<file path="config.mk">
export PLATFORM = sky130hd
export DESIGN_NAME = capture_ctrl_flat
export DESIGN_NICKNAME = d
export VERILOG_FILES = /design/src/rtl/capture_ctrl_if.sv /design/src/rtl/capture_ctrl.sv /design/src/flat_wrapper.sv
export SDC_FILE = /design/constraint.sdc
export NUM_CORES = 1
export LEC_CHECK = 0
export BUFFER_PORTS_ARGS = -buffer_cell sky130_fd_sc_hd__buf_2
export CORE_MARGIN = 3
export CORE_UTILIZATION = 50
export DETAILED_ROUTE_END_ITERATION = 8
export PLACE_DENSITY = 0.67
export RECOVER_POWER = 100
export SLEW_MARGIN = 20
export SYNTH_ARGS = -nofsm -noshare
export SYNTH_HDL_FRONTEND = slang
export SYNTH_SLANG_ARGS = --single-unit
</file>
<file path="constraint.sdc">
create_clock -name clk -period 4 [get_ports clk]
set_clock_uncertainty 0.05 [all_clocks]
set_input_delay 0 -clock clk [delete_from_list [all_inputs] [get_ports clk]]
set_output_delay 0 -clock clk [all_outputs]
set_load 0.05 [all_outputs]
</file>
<file path="src/rtl/capture_ctrl_if.sv">
// capture_ctrl_if: command, status and sample-RAM write signals of the
// capture sequencer, bundled so the controller and its host/RAM side
// connect through a single port.
//   start, stop, clr_cap_done  host commands
//   trig_pos                   post-trigger sample count (0 behaves as 1)
//   en                         decimated sample strobe
//   triggered                  trigger unit output
//   armed                      arm enable back to the trigger unit
//   set_capture_done           one-cycle completion pulse (clears trigger unit)
//   capture_done               completion status level
//   we, waddr                  sample RAM write port
//   trig_addr                  address of the last sample of the finished capture
// Modports: slave = the capture controller, master = everything driving it.
interface capture_ctrl_if #(
  parameter int ADDR_W = 9
);
  logic              start;
  logic              stop;
  logic [ADDR_W-1:0] trig_pos;
  logic              en;
  logic              triggered;
  logic              clr_cap_done;
  logic              armed;
  logic              set_capture_done;
  logic              capture_done;
  logic              we;
  logic [ADDR_W-1:0] waddr;
  logic [ADDR_W-1:0] trig_addr;

  modport slave (
    input  start, stop, trig_pos, en, triggered, clr_cap_done,
    output armed, set_capture_done, capture_done, we, waddr, trig_addr
  );

  modport master (
    output start, stop, trig_pos, en, triggered, clr_cap_done,
    input  armed, set_capture_done, capture_done, we, waddr, trig_addr
  );
endinterface

</file>
<file path="src/rtl/capture_ctrl.sv">
// capture_ctrl: sequences one acquisition of the circular sample RAM around
// the trigger unit. After start it writes one RAM entry per sample strobe,
// arms the trigger once enough pre-trigger history is stored, counts the
// programmed number of post-trigger samples, then pulses set_capture_done and
// latches the final write address for readout unrolling.
// Ports:
//   clk    system clock, all state on posedge
//   rst_n  asynchronous active-low reset
//   bus    capture_ctrl_if.slave (commands, strobes, status, RAM write port)
module capture_ctrl #(
  parameter int ADDR_W = 9,
  parameter int DEPTH  = 512
) (
  input  logic           clk,
  input  logic           rst_n,
  capture_ctrl_if.slave  bus
);

  typedef enum logic [1:0] {
    ST_IDLE = 2'b00,
    ST_RUN  = 2'b01,
    ST_DONE = 2'b10
  } state_t;

  localparam logic [ADDR_W-1:0] LAST_ADDR = ADDR_W'(DEPTH - 1);
  localparam logic [ADDR_W:0]   DEPTH_CNT = (ADDR_W + 1)'(DEPTH);
  localparam logic [ADDR_W+1:0] DEPTH_SUM = (ADDR_W + 2)'(DEPTH);
  localparam logic [ADDR_W-1:0] ONE_ADDR  = ADDR_W'(1);

  state_t            state_q,     state_d;
  logic [ADDR_W-1:0] waddr_q,     waddr_d;
  logic [ADDR_W-1:0] trig_addr_q, trig_addr_d;
  logic [ADDR_W:0]   smpl_cnt_q,  smpl_cnt_d;
  logic [ADDR_W-1:0] post_cnt_q,  post_cnt_d;
  logic              set_done_q,  set_done_d;

  logic [ADDR_W-1:0] tp_s;
  logic [ADDR_W+1:0] arm_sum_s;
  logic              run_en_s;
  logic              complete_s;

  // Effective post-trigger count, arm threshold and completion detect.
  always_comb begin
    tp_s       = (bus.trig_pos == {ADDR_W{1'b0}}) ? ONE_ADDR : bus.trig_pos;
    // Two extra bits so history + post-count can never wrap.
    arm_sum_s  = {1'b0, smpl_cnt_q} + {2'b00, tp_s};
    run_en_s   = (state_q == ST_RUN) && bus.en;
    complete_s = run_en_s && bus.triggered && (post_cnt_q == (tp_s - ONE_ADDR));
  end

  // Next-state and counter updates.
  always_comb begin
    state_d     = state_q;
    waddr_d     = waddr_q;
    trig_addr_d = trig_addr_q;
    smpl_cnt_d  = smpl_cnt_q;
    post_cnt_d  = post_cnt_q;
    set_done_d  = 1'b0;
    case (state_q)
      ST_IDLE: begin
        if (bus.start) begin
          waddr_d    = {ADDR_W{1'b0}};
          smpl_cnt_d = {(ADDR_W + 1){1'b0}};
          post_cnt_d = {ADDR_W{1'b0}};
          state_d    = ST_RUN;
        end else begin
          state_d = ST_IDLE;
        end
      end
      ST_RUN: begin
        // The RAM write happens on any en cycle in RUN, including the
        // completion cycle and a cycle where stop aborts.
        if (bus.en) begin
          waddr_d = (waddr_q == LAST_ADDR) ? {ADDR_W{1'b0}} : (waddr_q + ONE_ADDR);
          if (smpl_cnt_q != DEPTH_CNT) begin
            smpl_cnt_d = smpl_cnt_q + {{ADDR_W{1'b0}}, 1'b1};
          end else begin
            smpl_cnt_d = smpl_cnt_q;
          end
          if (bus.triggered) begin
            post_cnt_d = post_cnt_q + ONE_ADDR;
          end else begin
            post_cnt_d = post_cnt_q;
          end
        end else begin
          waddr_d = waddr_q;
        end
        // Abort wins over a simultaneous completion.
        if (bus.stop) begin
          state_d = ST_IDLE;
        end else if (complete_s) begin
          trig_addr_d = waddr_q;
          set_done_d  = 1'b1;
          state_d     = ST_DONE;
        end else begin
          state_d = ST_RUN;
        end
      end
      ST_DONE: begin
        if (bus.clr_cap_done) begin
          state_d = ST_IDLE;
        end else begin
          state_d = ST_DONE;
        end
      end
      default: begin
        state_d = ST_IDLE;
      end
    endcase
  end

  // State, address and counter registers.
  always_ff @(posedge clk or negedge rst_n) begin
    if (!rst_n) begin
      state_q     <= ST_IDLE;
      waddr_q     <= {ADDR_W{1'b0}};
      trig_addr_q <= {ADDR_W{1'b0}};
      smpl_cnt_q  <= {(ADDR_W + 1){1'b0}};
      post_cnt_q  <= {ADDR_W{1'b0}};
      set_done_q  <= 1'b0;
    end else begin
      state_q     <= state_d;
      waddr_q     <= waddr_d;
      trig_addr_q <= trig_addr_d;
      smpl_cnt_q  <= smpl_cnt_d;
      post_cnt_q  <= post_cnt_d;
      set_done_q  <= set_done_d;
    end
  end

  assign bus.we               = run_en_s;
  assign bus.armed            = (state_q == ST_RUN) && (arm_sum_s >= DEPTH_SUM);
  assign bus.set_capture_done = set_done_q;
  assign bus.capture_done     = (state_q == ST_DONE);
  assign bus.waddr            = waddr_q;
  assign bus.trig_addr        = trig_addr_q;

endmodule

</file>
<file path="src/flat_wrapper.sv">
// flat-port wrapper written by rule: the top's interface ports become plain ports
module capture_ctrl_flat 
#(
  parameter int ADDR_W = 9,
  parameter int DEPTH  = 512
)
  (clk, rst_n, bus_start, bus_stop, bus_trig_pos, bus_en, bus_triggered, bus_clr_cap_done, bus_armed, bus_set_capture_done, bus_capture_done, bus_we, bus_waddr, bus_trig_addr);
  capture_ctrl_if #(.ADDR_W(ADDR_W)) bus_i ();
  input  logic clk;
  input  logic rst_n;
  input wire logic [$bits(bus_i.start)-1:0] bus_start;
  input wire logic [$bits(bus_i.stop)-1:0] bus_stop;
  input wire logic [$bits(bus_i.trig_pos)-1:0] bus_trig_pos;
  input wire logic [$bits(bus_i.en)-1:0] bus_en;
  input wire logic [$bits(bus_i.triggered)-1:0] bus_triggered;
  input wire logic [$bits(bus_i.clr_cap_done)-1:0] bus_clr_cap_done;
  output wire logic [$bits(bus_i.armed)-1:0] bus_armed;
  output wire logic [$bits(bus_i.set_capture_done)-1:0] bus_set_capture_done;
  output wire logic [$bits(bus_i.capture_done)-1:0] bus_capture_done;
  output wire logic [$bits(bus_i.we)-1:0] bus_we;
  output wire logic [$bits(bus_i.waddr)-1:0] bus_waddr;
  output wire logic [$bits(bus_i.trig_addr)-1:0] bus_trig_addr;
  assign bus_i.start = bus_start;
  assign bus_i.stop = bus_stop;
  assign bus_i.trig_pos = bus_trig_pos;
  assign bus_i.en = bus_en;
  assign bus_i.triggered = bus_triggered;
  assign bus_i.clr_cap_done = bus_clr_cap_done;
  assign bus_armed = bus_i.armed;
  assign bus_set_capture_done = bus_i.set_capture_done;
  assign bus_capture_done = bus_i.capture_done;
  assign bus_we = bus_i.we;
  assign bus_waddr = bus_i.waddr;
  assign bus_trig_addr = bus_i.trig_addr;
  capture_ctrl #(.ADDR_W(ADDR_W), .DEPTH(DEPTH)) u_core (.clk(clk), .rst_n(rst_n), .bus(bus_i));
endmodule
</file>
==> results.json, run 1 <==
{
  "synth_fp_nets": 298,
  "synth_top_cell_area_share": 0.394,
  "async_reset_ff_frac": 1.00,
  "num_rows": 25,
  "slowest_delay_ps": 800,
  "required_ps": 4110,
  "ys_seq_area_frac": 0.394,
  "antenna_found_initial": 0,
  "synth_top_area_cell": "dfrtp_1",
  "fin_util": 0.590,
  "violations": "capacitance limit, slew limit",
  "clock.fmax_mhz": 347,
  "worst_pin_slew_ps": 2120,
  "final_cells": 371,
  "cts-buffers-inserted": 5,
  "synthTopCellsByArea": "dfrtp_1, ha_1, mux2_4",
  "pwr-share-comb": 0.194,
  "post-place-cells": 358,
  "drt_iter0_markers": 89,
  "vias_per_cell": 5.50,
  "syn_area_um2": 2540,
  "hold_path.class": "in2reg",
  "postCtsSetupRepairBufs": 0,
  "grt_start_max_net_pins": 41,
  "final.setup.tns_ps": 0,
  "p_seq_frac": 0.457,
  "areaGrowthSynthToFinish_pct": 11.8,
  "worstSetupStartpointType": "input port",
  "root_buffer": "clkbuf_8",
  "p_clk_frac": 0.349,
  "routed_wl_um": 5510,
  "critical_path_buf_inv_count": 2,
  "cts_tree": "done",
  "ant_nets": 0,
  "layout_setup_ws_ps": 1120,
  "synthCells": 266,
  "synth-seq-cells": 40,
  "clk_pin_slew_ps": 80,
  "dieArea_um2": 5970,
  "hold_violations": 0,
  "nets": 335,
  "rsz0062_at_grt": "no",
  "vias": 2042,
  "port-buffer-count": 37,
  "cts_sinks": 40,
  "core_area_um2": 4820,
  "crit_fanout": 10,
  "start_util": 0.528,
  "gp_congestion": 0.892,
  "die_h_um": 77.3,
  "crit_slowest_cell": "or4_1",
  "htreeDepth": 2,
  "period_needed_ps": 2880,
  "synth.distinct_cells": 52,
  "cpLargestDelayFamily": "simple AND/OR/NAND/NOR gates",
  "drive_gt1_frac": 0.0855,
  "grt_pass1_vias": 1945,
  "cts-hold-fix-buffers": 5,
  "post-synth-top-count-cell": "dfrtp_1",
  "wl_per_cell_um": 14.9,
  "drc": 0,
  "insertedDiodeCount": 0,
  "grt-ovfl-total": 0,
  "grt_usage": 0.195,
  "power_density_nw_per_um2": 363,
  "path_class": "in2reg",
  "place_hpwl_um": 4080,
  "power.internal_w": 0.000720,
  "drv_slew": 41,
  "path_cells": "clkbuf_1 -> or3_1 -> nor2_1 -> a21o_1 -> inv_1 -> ha_1 -> nor3b_1 -> a211o_1 -> nand3_1 -> o2111ai_1 -> or4_1 -> mux2_1",
  "cts_resized": 0,
  "met2_usage": 0.311,
  "fin_crit_sh": 0.720,
  "cp-end-kind": "register",
  "post-place-ws_ps": 1040,
  "drt_first_pass_iters": 4,
  "status": "finished, violations left",
  "grt_pass1_wl_um": 9410,
  "fin_area_um2": 2840,
  "leakage_nw": 1.30,
  "die_w_um": 77.3,
  "yosys_warnings": 0,
  "io_pins": 38,
  "arrival_ps": 2990,
  "p_switching_w": 0.000310,
  "clk_latency_ps": 290,
  "swShare": 0.301,
  "finalSetupViolCount": 0,
  "reg2reg_slack_ps": 1420,
  "met3_usage": 0.0364,
  "max-vdd-ir-drop_mv": 0.246,
  "gr-max-usage-layer": "met2",
  "yosys-top-cells-count": "dfrtp_1, nand2_1, nor2_1",
  "relSlewSlack": -0.411,
  "synthFlopType": "dfrtp_1",
  "synth_edf_count": 0,
  "avgSynthCellArea_um2": 9.55,
  "dpl_cell_area_um2": 2740,
  "met1_usage": 0.275,
  "maxCapViolCount": 1,
  "clock_path_buffers": 2
}
power groups by stage:
stage / sequential, W / clock, W / combinational, W
global placement: 0.000479 / 0 / 0.000197
global route: 0.000477 / 0.000387 / 0.000223
detailed placement: 0.000480 / 0 / 0.000199
finish: 0.000471 / 0.000360 / 0.000200
CTS: 0.000471 / 0.000366 / 0.000205
floorplan: 0.000494 / 0 / 0.000119
flip-flops by register name (all words and copies together), names as in the netlist:
register / flops
u_core.smpl_cnt_q: 10
u_core.bus.trig_addr: 9
u_core.bus.waddr: 9
u_core.post_cnt_q: 9
u_core.state_q: 2
u_core.bus.set_capture_done: 1
layout by cell type, fill, tap and decap left out, types with 6 or more instances in the layout:
cell type	netlist	routed
a21oi_1	7	7
ha_1	15	15
o21ai_0	19	19
clkbuf_1	8	24
buf_2	0	13
inv_1	8	8
nor2_1	23	23
nand3_1	8	8
and3_1	6	6
xnor2_1	9	9
nand2_1	26	26
dfrtp_1	40	40
nand4_1	9	9
nor3_1	7	7
clkbuf_8	0	7
mux2_1	0	9
xor2_1	12	12
nor2b_1	6	6
worst register-to-register path, delay by kind of cell (launching register included):
family | cells | cell delay (ps)
DFF | 1 | 450
AOI/OAI and AO/OA | 2 | 340
and+or+nand+nor | 2 | 930
xor gates and xnor gates | 1 | 260
muxes | 1 | 420
worst paths after layout:
check | from | depth (start not counted) | endpoint
max | bus_trig_pos[5] | 12 | u_core.bus.trig_addr[6]
min | bus_start | 3 | u_core.state_q[0]
max reg2reg | u_core.post_cnt_q[7] | 6 | u_core.bus.trig_addr[6]
min reg2reg | u_core.bus.trig_addr[2] | 1 | u_core.bus.trig_addr[2]
max in group asynchronous | rst_n | 2 | u_core.smpl_cnt_q[6]
min in group asynchronous | rst_n | 2 | u_core.bus.trig_addr[6]
through the flow:
step,total power (W),hold WS (ps)
after CTS,0.00104,41.2
after detailed placement,0.000679,121
after floorplan,0.000613,-346
after global placement,0.000676,116
final,0.00103,48.6
after global routing,0.00109,44.8
logic make-up after synthesis:
group	Yosys count	synth area share
fa+ha+maj	16	0.0817
buf+inv	20	0.0409
simple gates	111	0.230
mux	11	0.0611
flops	40	0.394
xor+xnor	21	0.0724
compound gates	47	0.120
area by class of cell:
type                            count  area (um^2)
Clock buffer                        7         96.3
Clock inverter                      1         30.0
Fill cell                         461         1980
Inverter                            8         30.0
Multi-Input combinational cell    206         1390
Sequential cell                    40         1000
Tap cell                           67         83.8
Timing Repair Buffer               42          205
per-layer routing:
| layer | part of all wire | wire length, um |
|---|---|---|
| met5 | 0 | 0 |
| met1 | 0.47 | 2620 |
| met3 | 0.042 | 233 |
| met2 | 0.47 | 2610 |
| met4 | 0.010 | 55 |
Note: power is estimated with default switching activity, not from simulation.
==> run 2: changes to the inputs <==
==> constraint.sdc (replaced) <==
create_clock -name clk -period 2.75 [get_ports clk]
set_clock_uncertainty 0.05 [all_clocks]
set_input_delay 0 -clock clk [delete_from_list [all_inputs] [get_ports clk]]
set_output_delay 0 -clock clk [all_outputs]
set_load 0.05 [all_outputs]
==> run 2 against run 1 <==
Compared with the run above:
- cell count is 4.9% higher
- setup slack worse by 960 ps
- clock-buffer cell count stayed put
- highest routed layer unchanged
- the flow still finishes with violations (capacitance limit, slew limit)
- via count is 5.4% higher
==> results.json, run 2 (same netlist as run 1, synthesis figures left out) <==
{
  "status": "finished, violations left",
  "violations": "capacitance limit, slew limit",
  "grt_pass1_wl_um": 10200,
  "gp_congestion": 0.842,
  "vias_per_cell": 5.53,
  "grt_pass1_vias": 2132,
  "drv_slew": 41,
  "dpl_cell_area_um2": 2870,
  "reg2reg_depth": 6,
  "clock_path_buffers": 2,
  "post-place-cells": 376,
  "routed_wl_um": 5790,
  "wl_per_cell_um": 14.9,
  "die_w_um": 77.3,
  "layout_commonest_cell": "dfrtp_1",
  "worst_pin_slew_ps": 2130,
  "hold_path.class": "in2reg",
  "hold_violations": 0,
  "finalSetupViolCount": 0,
  "fin_area_um2": 2990,
  "final_cell_mix": "dfrtp_1, nand2_1, clkbuf_1",
  "arrival_ps": 2700,
  "maxCapViolCount": 1,
  "io_pins": 38,
  "fin_crit_sh": 0.940,
  "power.internal_w": 0.00106,
  "path_class": "reg2reg",
  "whs_path_depth": 3,
  "relSlewSlack": -0.422,
  "cts_sinks": 40,
  "period_needed_ps": 2580,
  "power_density_nw_per_um2": 509,
  "clock.fmax_mhz": 387,
  "cts_tree": "done",
  "clk_latency_ps": 290,
  "grt_usage": 0.210,
  "clk_pin_slew_ps": 80,
  "root_buffer": "clkbuf_8",
  "p_seq_frac": 0.451,
  "start_util": 0.528,
  "final_cells": 389,
  "cts-buffers-inserted": 5,
  "nets": 353,
  "crit_fanout": 10,
  "drt_iter0_markers": 102,
  "die_h_um": 77.3,
  "drc": 0,
  "place_hpwl_um": 4250,
  "top_register": "u_core.smpl_cnt_q",
  "fill_cells": 458,
  "port-buffer-count": 37,
  "drt_first_pass_iters": 4,
  "core_area_um2": 4820,
  "layout_setup_ws_ps": 166,
  "post-place-ws_ps": -152,
  "p_switching_w": 0.000462,
  "dieArea_um2": 5970,
  "grt-ovfl-total": 0,
  "pwr-share-comb": 0.206,
  "ant_nets": 0,
  "htreeDepth": 2,
  "cp-end-kind": "register",
  "required_ps": 2870,
  "p_clk_frac": 0.343,
  "vias": 2152,
  "insertedDiodeCount": 0,
  "antenna_found_initial": 0,
  "leakage_nw": 1.40,
  "worstSetupStartpointType": "register",
  "max-vdd-ir-drop_mv": 0.407,
  "cts_resized": 0,
  "areaGrowthSynthToFinish_pct": 17.8,
  "rsz0062_at_grt": "no",
  "grt_start_max_net_pins": 41,
  "largest_reg_flops": 10,
  "drive_gt1_frac": 0.155,
  "swShare": 0.303,
  "num_rows": 25
}
## run 2: changes by cell type in the layout (fill, tap and decap cells not counted), sizes merged
cell	before	now
buf	13	29
clkbuf	31	33
## run 2: path summary, 6_finish.rpt
check | startpoint | to | slack (ps)
max reg2reg | u_core.state_q[0] | u_core.bus.trig_addr[7] | 170
min reg2reg | u_core.bus.trig_addr[7] | u_core.bus.trig_addr[7] | 460
min | bus_start | u_core.state_q[0] | 60
max | u_core.state_q[0] | u_core.bus.trig_addr[7] | 170
min in group asynchronous | rst_n | u_core.bus.trig_addr[6] | 830
max in group asynchronous | rst_n | u_core.smpl_cnt_q[5] | 610
## run 2: worst max-delay path, cell delays in order, from the launching register on
cell	delay, ps
dfrtp_1	470
nor2b_1	460
nand3_1	190
nor2_1	140
o2111ai_1	170
or4_4	640
mux2_1	350
## run 2: layout make-up
| class | count | area [um^2] | share of cell area |
|---|---|---|---|
| inverter | 8 | 30.0 | 0.0100 |
| clock inverter | 1 | 30.0 | 0.0100 |
| tap | 67 | 83.8 | 0.0280 |
| multi-input combinational | 206 | 1420 | 0.474 |
| sequential | 40 | 1000 | 0.334 |
| timing repair buffer | 60 | 334 | 0.112 |
| clock buffer | 7 | 96.3 | 0.0322 |
## run 2: power by group through the flow
stage                     logic, W  registers (W)  clock network, W
after floorplan           0.000173       0.000719                 0
after global placement    0.000311       0.000698                 0
after detailed placement  0.000317       0.000699                 0
after CTS                 0.000325       0.000687          0.000534
after global routing      0.000356       0.000694          0.000559
final                     0.000315       0.000687          0.000523
## run 2: timing repair
action	in CTS	in global routing
endpoints found under the setup margin	0	3
hold buffers	5	0
hold endpoints to repair	44	0
setup buffers	0	0
## run 2: layer usage
| layer | global-route usage | part of all wire | vias to the layer above |
|---|---|---|---|
| met2 | 0.338 | 0.47 | 49 |
| met1 | 0.289 | 0.49 | 1041 |
| met3 | 0.0376 | 0.037 | 6 |
| met4 | 0.0605 | 0.012 | 0 |
| li1 | - | - | 1056 |
| met5 | 0 | 0 | - |
## run 2: per-stage QoR
| stage | power (W) | util | hold slack, ps | setup TNS [ps] |
|---|---|---|---|---|
| 5_1_grt | 0.00161 | 0.621 | 82.9 | 0 |
| 4_1_cts | 0.00155 | 0.633 | 59.0 | 0 |
| 2_1_floorplan | 0.000892 | - | -346 | 0 |
| 3_3_place_gp | 0.00101 | 0.596 | 120 | -589 |
| 3_5_place_dp | 0.00102 | 0.596 | 121 | -1280 |
| 6_report | 0.00152 | 0.621 | 60.2 | 0 |
